--- src/rtl/car_sensor_qualifier_if.sv ---
`default_nettype none
// +------------------------------------------------------------------+
// | car_sensor_qualifier_if                                          |
// | Shared sensor type and the qualifier's detector/controller bus.  |
// | Rev 1.0                                                          |
// +------------------------------------------------------------------+

package shared_pkg;
  typedef enum logic {
    NO_CARS = 1'b0,
    CARS    = 1'b1
  } sensor_state_e;
endpackage

interface car_sensor_qualifier_if #(
  parameter int GLITCH_W = 8
);
  import shared_pkg::*;

  logic                sensor_raw;
  logic                enable;
  logic                req_ack;
  sensor_state_e       sensor_state;
  logic                car_req;
  logic [GLITCH_W-1:0] glitch_cnt;

  modport master (
    output sensor_raw, enable, req_ack,
    input  sensor_state, car_req, glitch_cnt
  );

  modport slave (
    input  sensor_raw, enable, req_ack,
    output sensor_state, car_req, glitch_cnt
  );
endinterface
`default_nettype wire

--- src/rtl/car_sensor_qualifier.sv ---
`default_nettype none
// +------------------------------------------------------------------+
// | car_sensor_qualifier                                             |
// | Synchronises/debounces the car detector, latches a sticky        |
// | request and counts aborted confirmations.                        |
// | Rev 1.0                                                          |
// +------------------------------------------------------------------+

module car_sensor_qualifier
  import shared_pkg::*;
#(
  parameter int DEBOUNCE_CYCLES = 4,
  parameter int GLITCH_W        = 8
) (
  input  logic                   clk,
  input  logic                   rst_n,
  car_sensor_qualifier_if.slave  bus
);

  localparam int CNT_W = (DEBOUNCE_CYCLES < 1) ? 1 : $clog2(DEBOUNCE_CYCLES + 1);
  localparam logic [CNT_W-1:0]    c_last_cnt   = CNT_W'(DEBOUNCE_CYCLES - 1);
  localparam logic [CNT_W-1:0]    c_one        = CNT_W'(1);
  localparam logic [GLITCH_W-1:0] c_glitch_max = '1;

  typedef enum logic [1:0] {
    S_NO_CARS     = 2'd0,
    S_CONFIRM_CAR = 2'd1,
    S_CARS        = 2'd2,
    S_CONFIRM_CLR = 2'd3
  } state_e;

  logic                r_sync_1;
  logic                r_sync_q;
  state_e              r_state;
  state_e              w_state_nxt;
  logic [CNT_W-1:0]    r_cnt;
  logic [CNT_W-1:0]    w_cnt_nxt;
  logic                w_glitch;
  logic                r_car_req;
  logic                w_car_req_nxt;
  logic [GLITCH_W-1:0] r_glitch_cnt;
  logic                w_cur_cars;
  logic                w_nxt_cars;

  // Synchroniser keeps sampling even while disabled so re-enable sees a settled level.
  always_ff @(posedge clk) begin
    if (!rst_n) begin
      r_sync_1 <= 1'b0;
      r_sync_q <= 1'b0;
    end else begin
      r_sync_1 <= bus.sensor_raw;
      r_sync_q <= r_sync_1;
    end
  end

  always_ff @(posedge clk) begin
    if (!rst_n) begin
      r_state      <= S_NO_CARS;
      r_cnt        <= '0;
      r_car_req    <= 1'b0;
      r_glitch_cnt <= '0;
    end else begin
      r_state   <= w_state_nxt;
      r_cnt     <= w_cnt_nxt;
      r_car_req <= w_car_req_nxt;
      if (w_glitch && (r_glitch_cnt != c_glitch_max))
        r_glitch_cnt <= r_glitch_cnt + 1'b1;
    end
  end

  always_comb begin
    w_state_nxt = r_state;
    w_cnt_nxt   = r_cnt;
    w_glitch    = 1'b0;
    if (!bus.enable) begin
      w_state_nxt = S_NO_CARS;
      w_cnt_nxt   = '0;
    end else begin
      case (r_state)
        S_NO_CARS: begin
          if (r_sync_q) begin
            if (DEBOUNCE_CYCLES == 1) begin
              w_state_nxt = S_CARS;
            end else begin
              w_state_nxt = S_CONFIRM_CAR;
              w_cnt_nxt   = c_one;
            end
          end
        end
        S_CONFIRM_CAR: begin
          if (!r_sync_q) begin
            w_state_nxt = S_NO_CARS;
            w_cnt_nxt   = '0;
            w_glitch    = 1'b1;
          end else if (r_cnt == c_last_cnt) begin
            w_state_nxt = S_CARS;
            w_cnt_nxt   = '0;
          end else begin
            w_cnt_nxt = r_cnt + c_one;
          end
        end
        S_CARS: begin
          if (!r_sync_q) begin
            if (DEBOUNCE_CYCLES == 1) begin
              w_state_nxt = S_NO_CARS;
            end else begin
              w_state_nxt = S_CONFIRM_CLR;
              w_cnt_nxt   = c_one;
            end
          end
        end
        S_CONFIRM_CLR: begin
          if (r_sync_q) begin
            w_state_nxt = S_CARS;
            w_cnt_nxt   = '0;
            w_glitch    = 1'b1;
          end else if (r_cnt == c_last_cnt) begin
            w_state_nxt = S_NO_CARS;
            w_cnt_nxt   = '0;
          end else begin
            w_cnt_nxt = r_cnt + c_one;
          end
        end
        default: begin
          w_state_nxt = S_NO_CARS;
          w_cnt_nxt   = '0;
        end
      endcase
    end
  end

  // A new arrival outranks a simultaneous acknowledge.
  assign w_cur_cars    = (r_state == S_CARS) || (r_state == S_CONFIRM_CLR);
  assign w_nxt_cars    = (w_state_nxt == S_CARS) || (w_state_nxt == S_CONFIRM_CLR);
  assign w_car_req_nxt = bus.enable &&
                         ((!w_cur_cars && w_nxt_cars) || (r_car_req && !bus.req_ack));

  assign bus.sensor_state = w_cur_cars ? CARS : NO_CARS;
  assign bus.car_req      = r_car_req;
  assign bus.glitch_cnt   = r_glitch_cnt;

endmodule
`default_nettype wire

--- src/flat_wrapper.sv ---
// flat-port wrapper written by rule: the top's interface ports become plain ports
module car_sensor_qualifier_flat import shared_pkg::*;
#(
  parameter int DEBOUNCE_CYCLES = 4,
  parameter int GLITCH_W        = 8
)
  (clk, rst_n, bus_sensor_raw, bus_enable, bus_req_ack, bus_sensor_state, bus_car_req, bus_glitch_cnt);
  car_sensor_qualifier_if #(.GLITCH_W(GLITCH_W)) bus_i ();
  input  logic clk;
  input  logic rst_n;
  input wire logic [$bits(bus_i.sensor_raw)-1:0] bus_sensor_raw;
  input wire logic [$bits(bus_i.enable)-1:0] bus_enable;
  input wire logic [$bits(bus_i.req_ack)-1:0] bus_req_ack;
  output wire logic [$bits(bus_i.sensor_state)-1:0] bus_sensor_state;
  output wire logic [$bits(bus_i.car_req)-1:0] bus_car_req;
  output wire logic [$bits(bus_i.glitch_cnt)-1:0] bus_glitch_cnt;
  assign bus_i.sensor_raw = bus_sensor_raw;
  assign bus_i.enable = bus_enable;
  assign bus_i.req_ack = bus_req_ack;
  assign bus_sensor_state = bus_i.sensor_state;
  assign bus_car_req = bus_i.car_req;
  assign bus_glitch_cnt = bus_i.glitch_cnt;
  car_sensor_qualifier #(.DEBOUNCE_CYCLES(DEBOUNCE_CYCLES), .GLITCH_W(GLITCH_W)) u_core (.clk(clk), .rst_n(rst_n), .bus(bus_i));
endmodule
--- config.mk ---
export PLATFORM = sky130hd
export DESIGN_NAME = car_sensor_qualifier_flat
export DESIGN_NICKNAME = d
export VERILOG_FILES = /design/src/rtl/car_sensor_qualifier_if.sv /design/src/rtl/car_sensor_qualifier.sv /design/src/flat_wrapper.sv
export SDC_FILE = /design/constraint.sdc
export NUM_CORES = 1
export LEC_CHECK = 0
export CAP_MARGIN = 25
export CORE_MARGIN = 5
export CORE_UTILIZATION = 40
export CTS_CLUSTER_SIZE = 12
export DETAILED_ROUTE_END_ITERATION = 10
export HOLD_SLACK_MARGIN = 0.15
export PLACE_DENSITY = 0.73
export SLEW_MARGIN = 30
export SYNTH_ARGS = -nofsm -noshare
export SYNTH_HDL_FRONTEND = slang
export SYNTH_SLANG_ARGS = --single-unit
--- constraint.sdc ---
create_clock -name clk -period 1.8 [get_ports clk]
set_input_delay 0.18 -clock clk [delete_from_list [all_inputs] [get_ports clk]]
set_output_delay 0.18 -clock clk [all_outputs]
set_load 0.01 [all_outputs]
# ---- Yosys cells after proc, flatten, opt, wreduce, memory -nomap -nowiden
# Cells that the tools add are included.
dict set report totals {
  memories 0
  latchBits 0
  register_bits 16
  output_inout_bits 10
  ramBits 0
  romBits 0
}
dict set report classes {
  n_shift 0
  div_mod_pow 0
  order_cmp 0
  n_bitwise 0
  n_mul 0
  n_addsub 2
  mux 19
  n_reduce_logical 12
  n_eq_ne 9
}
# operator n
set ops {}
lappend ops {{$mux W3} 5}
lappend ops {{$mux W2} 7}
lappend ops {{$pmux W3 S4} 1}
lappend ops {{$add A8 B1 Y8 const B} 1}
lappend ops {{$eq A2 B2 Y1 const B} 4}
lappend ops {{$ne A8 B8 Y1 const B} 1}
lappend ops {{$pmux W2 S4} 1}
lappend ops {{$logic_and A1 B1 Y1} 4}
lappend ops {{$mux W1} 4}
lappend ops {{$reduce_and A2 Y1} 2}
lappend ops {{$add A3 B1 Y3 const B} 1}
lappend ops {{$eq A3 B2 Y1 const B} 1}
lappend ops {{$logic_or A1 B1 Y1} 3}
lappend ops {{$eq A2 B1 Y1 const B} 1}
lappend ops {{$logic_not A1 Y1} 2}
lappend ops {{$logic_not A2 Y1} 1}
lappend ops {{$ne A2 B1 Y1 const B} 1}
lappend ops {{$ne A2 B2 Y1 const B} 1}
lappend ops {{$pmux W1 S2} 1}

# ---- Logic depth before layout (Yosys ltp)
dict set report depth {
  depth_word 10
  depth_mapped 6
  mapped_depth_nobuf 5
}

# ---- Worst setup path after synthesis
# Ideal clock, no wire load.
dict set report synth_timing {
  path_type {register to register}
  start {register u_core.r_glitch_cnt[0] (netlist: u_core.bus.glitch_cnt[0])}
  end {register u_core.r_glitch_cnt[4] (netlist: u_core.bus.glitch_cnt[4])}
  setup_slack_ns 0.284
  t_arrival_ns 1.447
  path_stages_with_launch 7
  synth_period_minus_slack_ns 1.516
  n_path_buf 1
  cell_sequence {dfxtp_1 ha_1 nand3_1 o2111ai_2 buf_6 or3_1 a21oi_1}
}
dict set report synth_between {
  elab_chain_cells 2
  word_cells_on_any_way 3
  classes_between {1 x add/sub; 1 x eq/ne; 1 x reduce/logical}
}
# item line_no
set synth_lines {}
lappend synth_lines {{start, declared} car_sensor_qualifier.sv:41} ;# logic [GLITCH_W-1:0] r_glitch_cnt;
lappend synth_lines {{start signal, assigned} car_sensor_qualifier.sv:67} ;# r_glitch_cnt <= r_glitch_cnt + 1'b1;
lappend synth_lines {{branches (longest 2 deep; another with $add A8 B1 Y8)} --}
# Several ways; the timed one is not identified.
# A chain may end at the register's enable or synchronous reset.

# ---- Final worst setup path
# Same ends and word-level chain as after synthesis.

==> results.md <==
* Outcome: finished clean
* Number of nets in the layout at roughly 100
* Peak supply drop at 0.474 mV
* R2r setup slk at about 0.14 ns
* CP max FO at 7
* H-tree levels at 1
* Die Ht at 51.8 µm
* Worst min path class: reg2reg
* Simple-gate share of the synthesized area at 23.3%
* Area Growth Syn to Fin at 28.3%
* Vias after detailed routing at 596
* CP Capture Type: flip-flop
* # fillers at 160
* Critical Path AT at 1.88 ns
* Critical Path RT at approximately 2 ns
* Post-route cell area at 896 µm²
* First-pass GRT wire length at 2540 µm
* Pre-Repair DR Iteration Count at 4
* Yosys top cell by area: dfxtp_1
* Post-route antenna net violation count at 0
* Total GRT Usage at 12.7%
* PwrDens at just under 700 nW/µm²
* WS Path Type: reg2reg
* RSZ-0062 raised after global routing: false
* CTS Root Cell: clkbuf_4
* Row count at 15
* Post-synthesis mux area share at under 10%
* Register bit total from synthesis at 16
* N_diodes at 0
* Least-Margin Pin Slew at between 0.2 and 0.3 ns
* Slew Viols, Final at 0
* Lkg Pwr at between 0.0003 and 0.0004 µW
* Longest Clk Path Bufs at 2
* Worst-path clk slew at approximately 0.10 ns
* CTS resizes at 0
* Final GP Congestion at 0.732
* Drc violations at 0
* Post-DP HPWL at 976 µm
* Die area at 2680 µm²
* Hold violation count in the final report at 0
* Placed cells at roughly 110
* Post-synthesis compound-gate area fraction at 16.3%
* CTS tree: yes
* Die Width at between 50 and 60 µm
* Worst-Skew Late Latency at 0.28 ns
* CTS sink cnt at 16
* Synth warn at 0
* Vias in the first global route at 597
* XOR/XNOR Fraction of Synth Area at 4.84%
* Vias per cell at ~5.4
* Share of cells above drive strength 1 at 9.68%
* I/O pins at 15
* Relative slew slack at 80.1%
* Max-Cap Viols at 0
* Library cells used by synthesis at 26
* TritonCTS Buffers at 3
* Initial Util at 41.3%
* Adder-Cell Fraction of Synth Area at 3.58%
* Post-Syn Area at 698 µm²
* Port bufs at 14
* CORE AREA at 1690 µm²
* Initial DRC count at 20
* Synthesized net count at 82
* Fmax at 0.604 GHz
* Gr ovfl total at 0
* Largest net degree at the start of global routing at 10
* Post-Route Setup TNS at 0 ns
* Fin cells at 110
* Largest family of logic cells by synthesized area: simple AND/OR/NAND/NOR gates
* Setup violators final at 0
* Area after DPL at 860 µm²
* Number of post-CTS setup repair buffers at 0
* Syn Inst Count at 75
* Post-synth top area share at 45.9%
* Syn Area/Cell at ~9.3 µm²
* Setup Skew at between 0.004 and 0.005 ns
* Largest cells by area after synthesis: dfxtp_1 (46%), a21oi_1 (5.7%), ha_1 (3.6%)
* Post-synthesis sequential area ratio at 45.9%
* Tcrit/Tclk final at 92.0%
* Min Tclk post-route at 1.66 ns
* Drt wl/cell at approximately 12 µm
* Startpoint Class: flip-flop
* Utilization after layout at between 50% and 60%
* Hold_buf cts at 0
* Initial antenna violation count at 0
* Drt total wl at 1360 µm
-- worst paths after layout --
| path | start | endpoint | cells after the start |
|---|---|---|---|
| max | u_core.bus.glitch_cnt[0]$_SDFFE_PN0P_ | u_core.bus.glitch_cnt[4]$_SDFFE_PN0P_ | 6 |
| min | u_core.r_sync_1$_SDFF_PN0_ | u_core.r_sync_q$_SDFF_PN0_ | 1 |
| max reg2reg | u_core.bus.glitch_cnt[0]$_SDFFE_PN0P_ | u_core.bus.glitch_cnt[4]$_SDFFE_PN0P_ | 6 |
| min reg2reg | u_core.r_sync_1$_SDFF_PN0_ | u_core.r_sync_q$_SDFF_PN0_ | 1 |
-- placed cells by master (no fill, tap or decap) --
| cell type | count |
|---|---|
| dfxtp_1 | 16 |
| clkdlybuf4s50_1 | 14 |
| a21oi_1 | 8 |
| nor2_1 | 6 |
| nand2_1 | 5 |
| o21ai_0 | 5 |
| nand3_1 | 4 |
| and2_1 | 3 |
| o31ai_1 | 3 |
| or4_1 | 3 |
| clkbuf_4 | 3 |
| inv_1 | 2 |
| mux2i_1 | 2 |
| xor2_1 | 2 |
| or3_1 | 2 |
| ha_1 | 2 |
| buf_4 | 2 |
| nand4_1 | 1 |
| xnor2_2 | 1 |
| o2111ai_2 | 1 |
| nand2b_1 | 1 |
| nor2b_1 | 1 |
| nand3b_1 | 1 |
| o2111a_1 | 1 |
| nand4b_1 | 1 |
| or3_2 | 1 |
| nor3_1 | 1 |
| clkbuf_8 | 1 |
-- cells by family (layout without fill, tap and decap cells) --
family	after synthesis	after routing
xor+xnor	3	3
fa+ha+maj	2	2
simple gates	30	30
buf+inv	4	22
mux	2	2
flops	16	16
compound gates	18	18
-- through the flow --
stage | hold slack (ns) | setup WS [ns] | power [µW]
2_1_floorplan | 0.302 | 0.284 | 379
3_3_place_gp | 0.416 | 0.168 | 393
3_5_place_dp | 0.423 | 0.153 | 393
4_1_cts | 0.447 | 0.142 | 629
5_1_grt | 0.459 | 0.00552 | 650
6_report | 0.444 | 0.144 | 623
-- per-layer routing --
layer / vias to the layer above / global-route usage [%] / part of all wire (%)
met5: - / 0 / 0
met4: 0 / 10.5 / 3.1
met3: 4 / 2.01 / 3.3
met2: 11 / 18.6 / 46
met1: 272 / 16.3 / 48
li1: 309 / - / -
-- synth_stat cells (all sizes together) --
| cell type | count |
|---|---|
| nor3 | 1 |
| clkbuf | 1 |
| dfxtp | 16 |
| nor2b | 1 |
| nor2 | 6 |
| nand4b | 1 |
| xor2 | 2 |
| mux2i | 2 |
| nand3b | 1 |
| o2111a | 1 |
| ha | 2 |
| and2 | 3 |
| a21oi | 8 |
| nand3 | 4 |
| or4 | 3 |
| o31ai | 3 |
| o21ai | 5 |
| buf | 1 |
| nand2b | 1 |
| nand4 | 1 |
| nand2 | 5 |
| xnor2 | 1 |
| o2111ai | 1 |
| inv | 2 |
| or3 | 3 |
-- state kept, by name (all words and copies together) (netlist names) --
name / count
u_core.r_sync_q: 1
u_core.r_cnt: 3
u_core.r_sync_1: 1
u_core.r_state: 2
u_core.bus.glitch_cnt: 8
u_core.bus.car_req: 1
-- worst max-delay path, cell delays in order, from the launching register on --
cell and delay (ns):
dfxtp_1 0.36, ha_1 0.26, nand3_1 0.13, o2111ai_2 0.18
buf_4 0.20, or3_1 0.33, a21oi_1 0.13
-- layout make-up --
| class | count | area (µm²) | area share, % |
|---|---|---|---|
| Tap cell | 17 | 21.3 | 2.37 |
| Timing Repair Buffer | 16 | 155 | 17.3 |
| Sequential cell | 16 | 320 | 35.8 |
| Clock buffer | 4 | 36.3 | 4.05 |
| Inverter | 2 | 7.51 | 0.838 |
| Multi-Input combinational cell | 55 | 355 | 39.7 |
-- power breakdown --
group / internal (µW) / switching (µW) / leakage (µW)
clock network: 123 / 116 / 0.0000210
logic: 13.2 / 11.6 / 0.000161
registers: 357 / 2.88 / 0.000129
total: 493 / 130 / 0.000311
No activity file was read; power rests on OpenSTA's default activity.
